<file path="src/rtl/ga_parents_select_if.sv">
// rtl/ga_parents_select_if.sv - pool read port and crossover pair channel of the parent selector
interface ga_parents_select_if #(
   parameter int unsigned ADDR_W  = 4,
   parameter int unsigned CHROM_W = 32
) ();

   logic               pool_rd_en;
   logic [ADDR_W-1:0]  pool_rd_addr;
   logic [CHROM_W-1:0] pool_rd_data;
   logic               xover_valid;
   logic               xover_ack;
   logic [CHROM_W-1:0] xover_parent_a;
   logic [CHROM_W-1:0] xover_parent_b;

   modport master (
      output pool_rd_en,
      output pool_rd_addr,
      input  pool_rd_data,
      output xover_valid,
      input  xover_ack,
      output xover_parent_a,
      output xover_parent_b
   );

   modport slave (
      input  pool_rd_en,
      input  pool_rd_addr,
      output pool_rd_data,
      input  xover_valid,
      output xover_ack,
      input  xover_parent_a,
      input  xover_parent_b
   );

endinterface

</file>
<file path="src/rtl/ga_parents_select.sv">
// rtl/ga_parents_select.sv - binary-tournament parent selection over a rank-sorted pool
// Lower pool address means fitter chromosome, so a tournament winner is simply the smaller index.
module ga_parents_select #(
   parameter int unsigned POP_SIZE  = 16,
   parameter int unsigned CHROM_W   = 32,
   parameter int unsigned NUM_PAIRS = 8,
   parameter logic [15:0] LFSR_SEED = 16'hACE1
) (
   input  logic                clk,
   input  logic                rst,
   input  logic                sw_rst,
   input  logic                parents_start_pls,
   output logic                parents_done_pls,
   ga_parents_select_if.master bus
);

   localparam int unsigned     ADDR_W    = $clog2(POP_SIZE);
   localparam int unsigned     PC_W      = $clog2(NUM_PAIRS + 1);
   localparam logic [15:0]     SEED      = (LFSR_SEED == 16'h0000) ? 16'h0001 : LFSR_SEED;
   localparam logic [PC_W-1:0] LAST_PAIR = PC_W'(NUM_PAIRS - 1);

   typedef enum logic [2:0] {
      IDLE,
      DRAW_A,
      RD_A,
      DRAW_B,
      RD_B,
      SEND,
      DONE
   } state_t;

   state_t             state_q, state_d;
   logic [15:0]        lfsr_q, lfsr_d;
   logic [PC_W-1:0]    pair_cnt_q, pair_cnt_d;
   logic [ADDR_W-1:0]  idx_a_q, idx_a_d;
   logic               rd_en_q, rd_en_d;
   logic [ADDR_W-1:0]  rd_addr_q, rd_addr_d;
   logic               valid_q, valid_d;
   logic               done_q, done_d;
   logic [CHROM_W-1:0] parent_a_q, parent_a_d;
   logic [CHROM_W-1:0] parent_b_q, parent_b_d;

   logic [15:0]        lfsr_next;
   logic [ADDR_W-1:0]  cand_0;
   logic [ADDR_W-1:0]  cand_1;
   logic [ADDR_W-1:0]  winner;
   logic [ADDR_W-1:0]  winner_b;

   // Right-shifting Fibonacci form of x^16+x^14+x^13+x^11+1.
   assign lfsr_next = {lfsr_q[0] ^ lfsr_q[2] ^ lfsr_q[3] ^ lfsr_q[5], lfsr_q[15:1]};

   // Draw addresses are registered on entry to DRAW_A/DRAW_B; the LFSR only moves
   // during those states, so lfsr_q here equals the value seen inside the draw cycle.
   assign cand_0   = lfsr_q[ADDR_W-1:0];
   assign cand_1   = lfsr_q[2*ADDR_W-1:ADDR_W];
   assign winner   = (cand_1 < cand_0) ? cand_1 : cand_0;
   assign winner_b = (winner == idx_a_q) ? winner + ADDR_W'(1) : winner;

   always_comb begin
      state_d    = state_q;
      lfsr_d     = lfsr_q;
      pair_cnt_d = pair_cnt_q;
      idx_a_d    = idx_a_q;
      rd_en_d    = 1'b0;
      rd_addr_d  = '0;
      valid_d    = 1'b0;
      done_d     = 1'b0;
      parent_a_d = parent_a_q;
      parent_b_d = parent_b_q;

      if (state_q == DRAW_A || state_q == DRAW_B) begin
         lfsr_d = lfsr_next;
      end

      case (state_q)
         IDLE: begin
            if (parents_start_pls) begin
               state_d    = DRAW_A;
               pair_cnt_d = '0;
               rd_en_d    = 1'b1;
               rd_addr_d  = winner;
               idx_a_d    = winner;
            end
         end
         DRAW_A: begin
            state_d = RD_A;
         end
         RD_A: begin
            parent_a_d = bus.pool_rd_data;
            state_d    = DRAW_B;
            rd_en_d    = 1'b1;
            rd_addr_d  = winner_b;
         end
         DRAW_B: begin
            state_d = RD_B;
         end
         RD_B: begin
            parent_b_d = bus.pool_rd_data;
            state_d    = SEND;
            valid_d    = 1'b1;
         end
         SEND: begin
            if (bus.xover_ack) begin
               pair_cnt_d = pair_cnt_q + PC_W'(1);
               if (pair_cnt_q == LAST_PAIR) begin
                  state_d = DONE;
                  done_d  = 1'b1;
               end else begin
                  state_d   = DRAW_A;
                  rd_en_d   = 1'b1;
                  rd_addr_d = winner;
                  idx_a_d   = winner;
               end
            end else begin
               valid_d = 1'b1;
            end
         end
         DONE: begin
            state_d = IDLE;
         end
         default: begin
            state_d = IDLE;
         end
      endcase

      if (sw_rst) begin
         state_d    = IDLE;
         lfsr_d     = SEED;
         pair_cnt_d = '0;
         idx_a_d    = '0;
         rd_en_d    = 1'b0;
         rd_addr_d  = '0;
         valid_d    = 1'b0;
         done_d     = 1'b0;
         parent_a_d = '0;
         parent_b_d = '0;
      end
   end

   always_ff @(posedge clk or posedge rst) begin
      if (rst) begin
         state_q    <= IDLE;
         lfsr_q     <= SEED;
         pair_cnt_q <= '0;
         idx_a_q    <= '0;
         rd_en_q    <= 1'b0;
         rd_addr_q  <= '0;
         valid_q    <= 1'b0;
         done_q     <= 1'b0;
         parent_a_q <= '0;
         parent_b_q <= '0;
      end else begin
         state_q    <= state_d;
         lfsr_q     <= lfsr_d;
         pair_cnt_q <= pair_cnt_d;
         idx_a_q    <= idx_a_d;
         rd_en_q    <= rd_en_d;
         rd_addr_q  <= rd_addr_d;
         valid_q    <= valid_d;
         done_q     <= done_d;
         parent_a_q <= parent_a_d;
         parent_b_q <= parent_b_d;
      end
   end

   assign parents_done_pls   = done_q;
   assign bus.pool_rd_en     = rd_en_q;
   assign bus.pool_rd_addr   = rd_addr_q;
   assign bus.xover_valid    = valid_q;
   assign bus.xover_parent_a = parent_a_q;
   assign bus.xover_parent_b = parent_b_q;

endmodule

</file>
<file path="src/flat_wrapper.sv">
// flat-port wrapper written by rule: the top's interface ports become plain ports
module ga_parents_select_flat 
#(
   parameter int unsigned POP_SIZE  = 16,
   parameter int unsigned CHROM_W   = 32,
   parameter int unsigned NUM_PAIRS = 8,
   parameter logic [15:0] LFSR_SEED = 16'hACE1
)
  (clk, rst, sw_rst, parents_start_pls, parents_done_pls, bus_pool_rd_en, bus_pool_rd_addr, bus_pool_rd_data, bus_xover_valid, bus_xover_ack, bus_xover_parent_a, bus_xover_parent_b);
  ga_parents_select_if #(.ADDR_W(4), .CHROM_W(CHROM_W)) bus_i ();
  input  logic clk;
  input  logic rst;
  input  logic sw_rst;
  input  logic parents_start_pls;
  output logic parents_done_pls;
  output wire logic [$bits(bus_i.pool_rd_en)-1:0] bus_pool_rd_en;
  output wire logic [$bits(bus_i.pool_rd_addr)-1:0] bus_pool_rd_addr;
  input wire logic [$bits(bus_i.pool_rd_data)-1:0] bus_pool_rd_data;
  output wire logic [$bits(bus_i.xover_valid)-1:0] bus_xover_valid;
  input wire logic [$bits(bus_i.xover_ack)-1:0] bus_xover_ack;
  output wire logic [$bits(bus_i.xover_parent_a)-1:0] bus_xover_parent_a;
  output wire logic [$bits(bus_i.xover_parent_b)-1:0] bus_xover_parent_b;
  assign bus_pool_rd_en = bus_i.pool_rd_en;
  assign bus_pool_rd_addr = bus_i.pool_rd_addr;
  assign bus_i.pool_rd_data = bus_pool_rd_data;
  assign bus_xover_valid = bus_i.xover_valid;
  assign bus_i.xover_ack = bus_xover_ack;
  assign bus_xover_parent_a = bus_i.xover_parent_a;
  assign bus_xover_parent_b = bus_i.xover_parent_b;
  ga_parents_select #(.POP_SIZE(POP_SIZE), .CHROM_W(CHROM_W), .NUM_PAIRS(NUM_PAIRS), .LFSR_SEED(LFSR_SEED)) u_core (.clk(clk), .rst(rst), .sw_rst(sw_rst), .parents_start_pls(parents_start_pls), .parents_done_pls(parents_done_pls), .bus(bus_i));
endmodule
</file>
<file path="config.mk">
export PLATFORM = sky130hd
export DESIGN_NAME = ga_parents_select_flat
export DESIGN_NICKNAME = d
export VERILOG_FILES = /design/src/rtl/ga_parents_select_if.sv /design/src/rtl/ga_parents_select.sv /design/src/flat_wrapper.sv
export SDC_FILE = /design/constraint.sdc
export NUM_CORES = 1
export LEC_CHECK = 0
export ABC_AREA = 0
export BUFFER_PORTS_ARGS = -buffer_cell sky130_fd_sc_hd__buf_4
export CAP_MARGIN = 15
export CORE_MARGIN = 2
export CORE_UTILIZATION = 30
export CTS_CLUSTER_SIZE = 14
export DETAILED_ROUTE_END_ITERATION = 12
export GPL_ROUTABILITY_DRIVEN = 0
export GPL_TIMING_DRIVEN = 1
export PLACE_DENSITY = 0.49
export SLEW_MARGIN = 20
export SYNTH_ARGS = -nofsm -noshare
export SYNTH_HDL_FRONTEND = slang
export SYNTH_SLANG_ARGS = --single-unit
</file>
<file path="constraint.sdc">
create_clock -name clk -period 7.1 [get_ports clk]
set_input_delay 2.13 -clock clk [delete_from_list [all_inputs] [get_ports clk]]
set_output_delay 2.13 -clock clk [all_outputs]
set_load 0.02 [all_outputs]
</file>
# ---- Word-level counts from Yosys, hierarchy flattened
# Cells that the tools add are included.
dict set report totals {
  output_inout_bits 71
  regBits 98
}
dict set report classes {
  bitwise 3
  eq_ne 10
  mux 39
  magnitude_cmp 1
  reduce_logical 9
  add_sub_neg 2
}
# cell count
set op_table {}
lappend op_table {{$mux W32} 4}
lappend op_table {{$mux W4} 13}
lappend op_table {{$mux W16} 2}
lappend op_table {{$pmux W3 S6} 1}
lappend op_table {{$pmux W4 S2} 2}
lappend op_table {{$mux W3} 4}
lappend op_table {{$pmux W4 S3} 1}
lappend op_table {{$mux W1} 10}
lappend op_table {{$ne A3 B3 Y1 const B} 3}
lappend op_table {{$add A4 B1 Y4 const B} 2}
lappend op_table {{$eq A3 B2 Y1 const B} 2}
lappend op_table {{$eq A3 B3 Y1 const B} 2}
lappend op_table {{$reduce_bool A2 Y1} 3}
lappend op_table {{$eq A4 B3 Y1 const B} 1}
lappend op_table {{$eq A4 B4 Y1} 1}
lappend op_table {{$lt A4 B4 Y1} 1}
lappend op_table {{$reduce_and A4 Y1} 1}
lappend op_table {{$eq A3 B1 Y1 const B} 1}
lappend op_table {{$logic_not A3 Y1} 1}
lappend op_table {{$pmux W1 S3} 1}
lappend op_table {{$reduce_and A3 Y1} 1}
lappend op_table {{$reduce_bool A3 Y1} 1}
lappend op_table {{$xor A1 B1 Y1} 3}
lappend op_table {{$pmux W1 S2} 1}
lappend op_table {{2 further kinds} 2}

# ---- Longest topological paths before layout
dict set report depth {
  depth_word 6
  ltp_mapped 12
  ltp_nobuf 11
}

# ---- Worst setup path before layout
# Ideal clock, no wire load.
dict set report synth_timing {
  kind {input port to flip-flop}
  start {input port sw_rst}
  end {register u_core.rd_addr_q[2] (netlist: u_core.bus.pool_rd_addr[2])}
  arrival_time_ns 3.121
  n_path_buf 1
  stages 5
  setup_slack_ns 3.852
  path_cell_list {clkbuf_1 -> clkinv_1 -> nand2_1 -> mux2i_1 -> mux2_1}
}
dict set report synth_via {
  elab_chain_cells 1
}
# item line
set synth_lines {}
lappend synth_lines {{start, declared} flat_wrapper.sv:13} ;# input logic sw_rst;
lappend synth_lines {{$mux W4} ga_parents_select.sv:126} ;# if (sw_rst) begin
lappend synth_lines {{net u_core.rd_addr_d[2]} ga_parents_select.sv:37} ;# logic [ADDR_W-1:0] rd_addr_q, rd_addr_d;
lappend synth_lines {{end signal, assigned} ga_parents_select.sv:158} ;# rd_addr_q <= rd_addr_d;
lappend synth_lines {{end, declared} ga_parents_select.sv:37}
# The timed path passes the listed nets, and every way through them passes these cells.
# A chain may end at the register's enable or synchronous reset.

# ---- Worst setup path after layout
# Ends and elaborated chain as after synthesis.

==> results.ini <==
[worst_setup_path]
timing.critical_path.to_type = register
path_class = in2reg
critical_path_rt_ns = 7.33
cp_data_arrival_time_ns = 3.99
crit_path_max_fanout = 81
start_kind = primary input

[flow_run]
cap_viol_max_count = 0

[global_route]
grt.overflow.total = 0
grt_start_max_net_pins = 82
grt_pass1_vias = 3730
initial_antenna_violation_count = 0
grt_pass1_wl_um = 19100
grt.total_usage_pct = 15.1

[clocking]
clkSlewWorstSetupHoldPaths_ns = 0.06
clock_latency_ns = 0.35
post-cts-setup-buffers = 0
tritoncts.num_buffers = 9
cts_root_buffer = sky130_fd_sc_hd__clkbuf_16
cts_tree = yes
cts_htree_levels = 3
cts_resized = 0
clock_path_buffers = 2
cts.sinks = 98
hold_bufs_at_cts = 0

[synthesis]
syn-num-nets = 541
synth.cell_area_um2 = 4420
synth_compound_gate_area_share_pct = 15.9
multiplexer_share_of_the_synthesized_area_pct = 0.935
post_synthesis_share_of_cell_area_spent_on_full_adders_half_adders_and_majority_gates_pct = 1.70
synth_flop_cell = sky130_fd_sc_hd__dfrtp_1
yosysWarnings = 0
avg_synthesized_cell_area_um2 = 8.87
synth_top_area_share_pct = 51.0
most_common_cell_in_the_synthesized_netlist = sky130_fd_sc_hd__nand2_1
post_synth_main_area_contributors = sky130_fd_sc_hd__dfrtp_1 (51%), sky130_fd_sc_hd__nand2_1 (15%), sky130_fd_sc_hd__a21oi_1 (9.6%), sky130_fd_sc_hd__dfstp_2 (4.8%), sky130_fd_sc_hd__clkbuf_1 (2.5%)
synth-seq-cells = 98
ys_top_cells_by_count = sky130_fd_sc_hd__nand2_1 (171), sky130_fd_sc_hd__dfrtp_1 (90), sky130_fd_sc_hd__a21oi_1 (85)
synth.distinct_cells = 47
synth-xor-area-share_pct = 0.991
synth-edff-count = 0
synth.largest_area_cell = sky130_fd_sc_hd__dfrtp_1
synth_seq_area_share_pct = 55.7
synth_simple_gate_area_share_pct = 20.7
ys_async_sr_fraction_pct = 100
syn_inst_count = 498
synth_top_family_by_area = simple AND/OR/NAND/NOR gates

[timing]
clock_skew_ns = 0.00745
clock.fmax_mhz = 266
setup_violations = 0
finalCriticalPeriod_ns = 3.75
rsz0062_at_grt = false
timing.setup.tns_ns = 0
slew_viol_final = 0
finalCritPeriodShare_pct = 52.9
final_hold_viol_count = 0
tightestPinTransition_ns = 0.873
max_slew_margin_pct = 41.8

[floorplanning]
die_h_um = 125
die_area_um2 = 15700
core_area_um2 = 14500
rows = 44
io_pins = 108
start_util_pct = 30.5
floorplan.die.width_um = 125

[finish]
area_growth_syn_to_layout_pct = 28.5
layout.filler_cells = 1507
non_filler_cells_final = 779
insertedDiodeCount = 0
drive_gt1_share_pct = 24.0
nNetsFinal = 633

[route]
ant_nets = 0
total_drc_errors_in_the_routed_layout = 0
drt_wl_total_um = 11500
vias_per_instance = 4.76
via_count = 3711
avgRoutedWirePerCell_um = 14.8
drt-pass1-iter-count = 4
detailedRoute.firstIterationViolations = 150

[power_and_ir_drop]
worst_vdd_rail_ir_drop_mv = 0.100
pwr_density_cell_nw_per_um2 = 237
power.leakage_uw = 0.00258

[hold_path]
class_of_the_most_critical_hold_timing_path = reg2reg

[place]
hpwlAfterDp_um = 7660
dpl.cell_count = 762
io_buffers = 107

[status]
outcome = complete, no violations

-- layout make-up --
class                           instances  area, um2  area share [%]
Sequential cell                        98       2460            43.4
Tap cell                              184        230            4.05
Clock buffer                           13        260            4.58
Clock inverter                          3       21.3           0.375
Inverter                               15       58.8            1.04
Timing Repair Buffer                  111        853            15.0
Multi-Input combinational cell        355       1790            31.6
-- power breakdown --
part | switching (uW) | internal [uW] | total [uW]
registers | 33.4 | 597 | 631
logic | 153 | 96.4 | 249
clock network | 209 | 258 | 467
-- registers in the layout (all words and copies together) (netlist names) --
name / count
u_core.bus.xover_parent_a: 32
u_core.bus.xover_parent_b: 32
u_core.lfsr_q: 16
u_core.bus.pool_rd_addr: 4
u_core.idx_a_q: 4
u_core.pair_cnt_q: 4
u_core.state_q: 3
u_core.bus.pool_rd_en: 1
u_core.bus.xover_valid: 1
u_core.parents_done_pls: 1
-- layout by cell type, fill, tap and decap left out, types with 2 or more instances in the layout --
cell / netlist / layout
sky130_fd_sc_hd__a211oi_1: 2 / 2
sky130_fd_sc_hd__o2bb2ai_1: 4 / 4
sky130_fd_sc_hd__and2_1: 2 / 2
sky130_fd_sc_hd__mux2i_1: 3 / 3
sky130_fd_sc_hd__a21oi_2: 2 / 2
sky130_fd_sc_hd__xnor2_1: 4 / 4
sky130_fd_sc_hd__dfrtp_1: 90 / 90
sky130_fd_sc_hd__o21ai_0: 10 / 10
sky130_fd_sc_hd__nor2b_1: 3 / 3
sky130_fd_sc_hd__nor2_1: 7 / 6
sky130_fd_sc_hd__o211ai_1: 3 / 3
sky130_fd_sc_hd__nand2b_1: 7 / 7
sky130_fd_sc_hd__nand3_1: 11 / 11
sky130_fd_sc_hd__nand3b_1: 2 / 2
sky130_fd_sc_hd__nor3_1: 4 / 4
sky130_fd_sc_hd__clkbuf_16: 0 / 9
sky130_fd_sc_hd__ha_1: 6 / 6
sky130_fd_sc_hd__o22ai_1: 2 / 2
sky130_fd_sc_hd__nor4_1: 2 / 2
sky130_fd_sc_hd__nand2_1: 171 / 171
sky130_fd_sc_hd__clkbuf_1: 29 / 2
sky130_fd_sc_hd__inv_1: 14 / 13
sky130_fd_sc_hd__and3_1: 2 / 2
sky130_fd_sc_hd__buf_4: 0 / 110
sky130_fd_sc_hd__clkbuf_8: 0 / 2
sky130_fd_sc_hd__dfstp_2: 8 / 8
sky130_fd_sc_hd__a21oi_1: 85 / 85
sky130_fd_sc_hd__a31oi_1: 3 / 3
-- routing by layer --
layer / wire, um / GRT usage (%) / vias to the layer above / share of wire (%)
met5: 0 / 0 / - / 0
met2: 5200 / 22.9 / 90 / 45
met4: 166 / 5.10 / 0 / 1.4
li1: - / - / 1840 / -
met1: 5240 / 19.6 / 1770 / 46
met3: 908 / 6.03 / 11 / 7.9
-- worst max-delay path, cell delays in order --
cell and delay (ns):
sky130_fd_sc_hd__buf_4 0.62, sky130_fd_sc_hd__clkinv_1 0.50, sky130_fd_sc_hd__nand2_1 0.29, sky130_fd_sc_hd__mux2i_1 0.10, sky130_fd_sc_hd__mux2_1 0.30
-- stage by stage --
stage / utilization [%] / setup WS [ns] / hold WS, ns / total power [uW] / cell area [um2]
final: 39.2 / 3.35 / 0.478 / 1350 / 5680
after global routing: 39.2 / 3.18 / 0.497 / 1420 / 5680
after CTS: 39.0 / 3.32 / 0.483 / 1370 / 5650
after detailed placement: 37.1 / 2.95 / 0.469 / 893 / 5370
after global placement: 37.1 / 2.97 / 0.462 / 887 / 5370
after floorplan: - / 2.42 / 0.436 / 800 / 4420
-- path summary, 6_finish.rpt --
path	start	slack, ns	cells after the start	to
worst max-delay path	sw_rst	3.35	5	u_core.bus.pool_rd_addr[2]$_DFF_PP0_
worst min-delay path	u_core.pair_cnt_q[3]$_DFFE_PP0P_	0.48	1	u_core.pair_cnt_q[3]$_DFFE_PP0P_
worst max register to register	u_core.lfsr_q[5]$_DFFE_PP1P_	4.12	9	u_core.bus.pool_rd_addr[1]$_DFF_PP0_
worst min register to register	u_core.pair_cnt_q[3]$_DFFE_PP0P_	0.48	1	u_core.pair_cnt_q[3]$_DFFE_PP0P_
max in group asynchronous	rst	4.38	4	u_core.lfsr_q[5]$_DFFE_PP1P_
min in group asynchronous	rst	1.73	2	u_core.bus.xover_parent_b[20]$_DFFE_PP0P_
-- logic make-up after synthesis --
logic type / count (synthesis)
and+or+nand+nor: 218
muxes: 4
buffers and inverters: 45
AOI/OAI and AO/OA: 122
DFF: 98
adders and majority gates: 6
xor gates and xnor gates: 5
(Power assumes the default switching activity.)
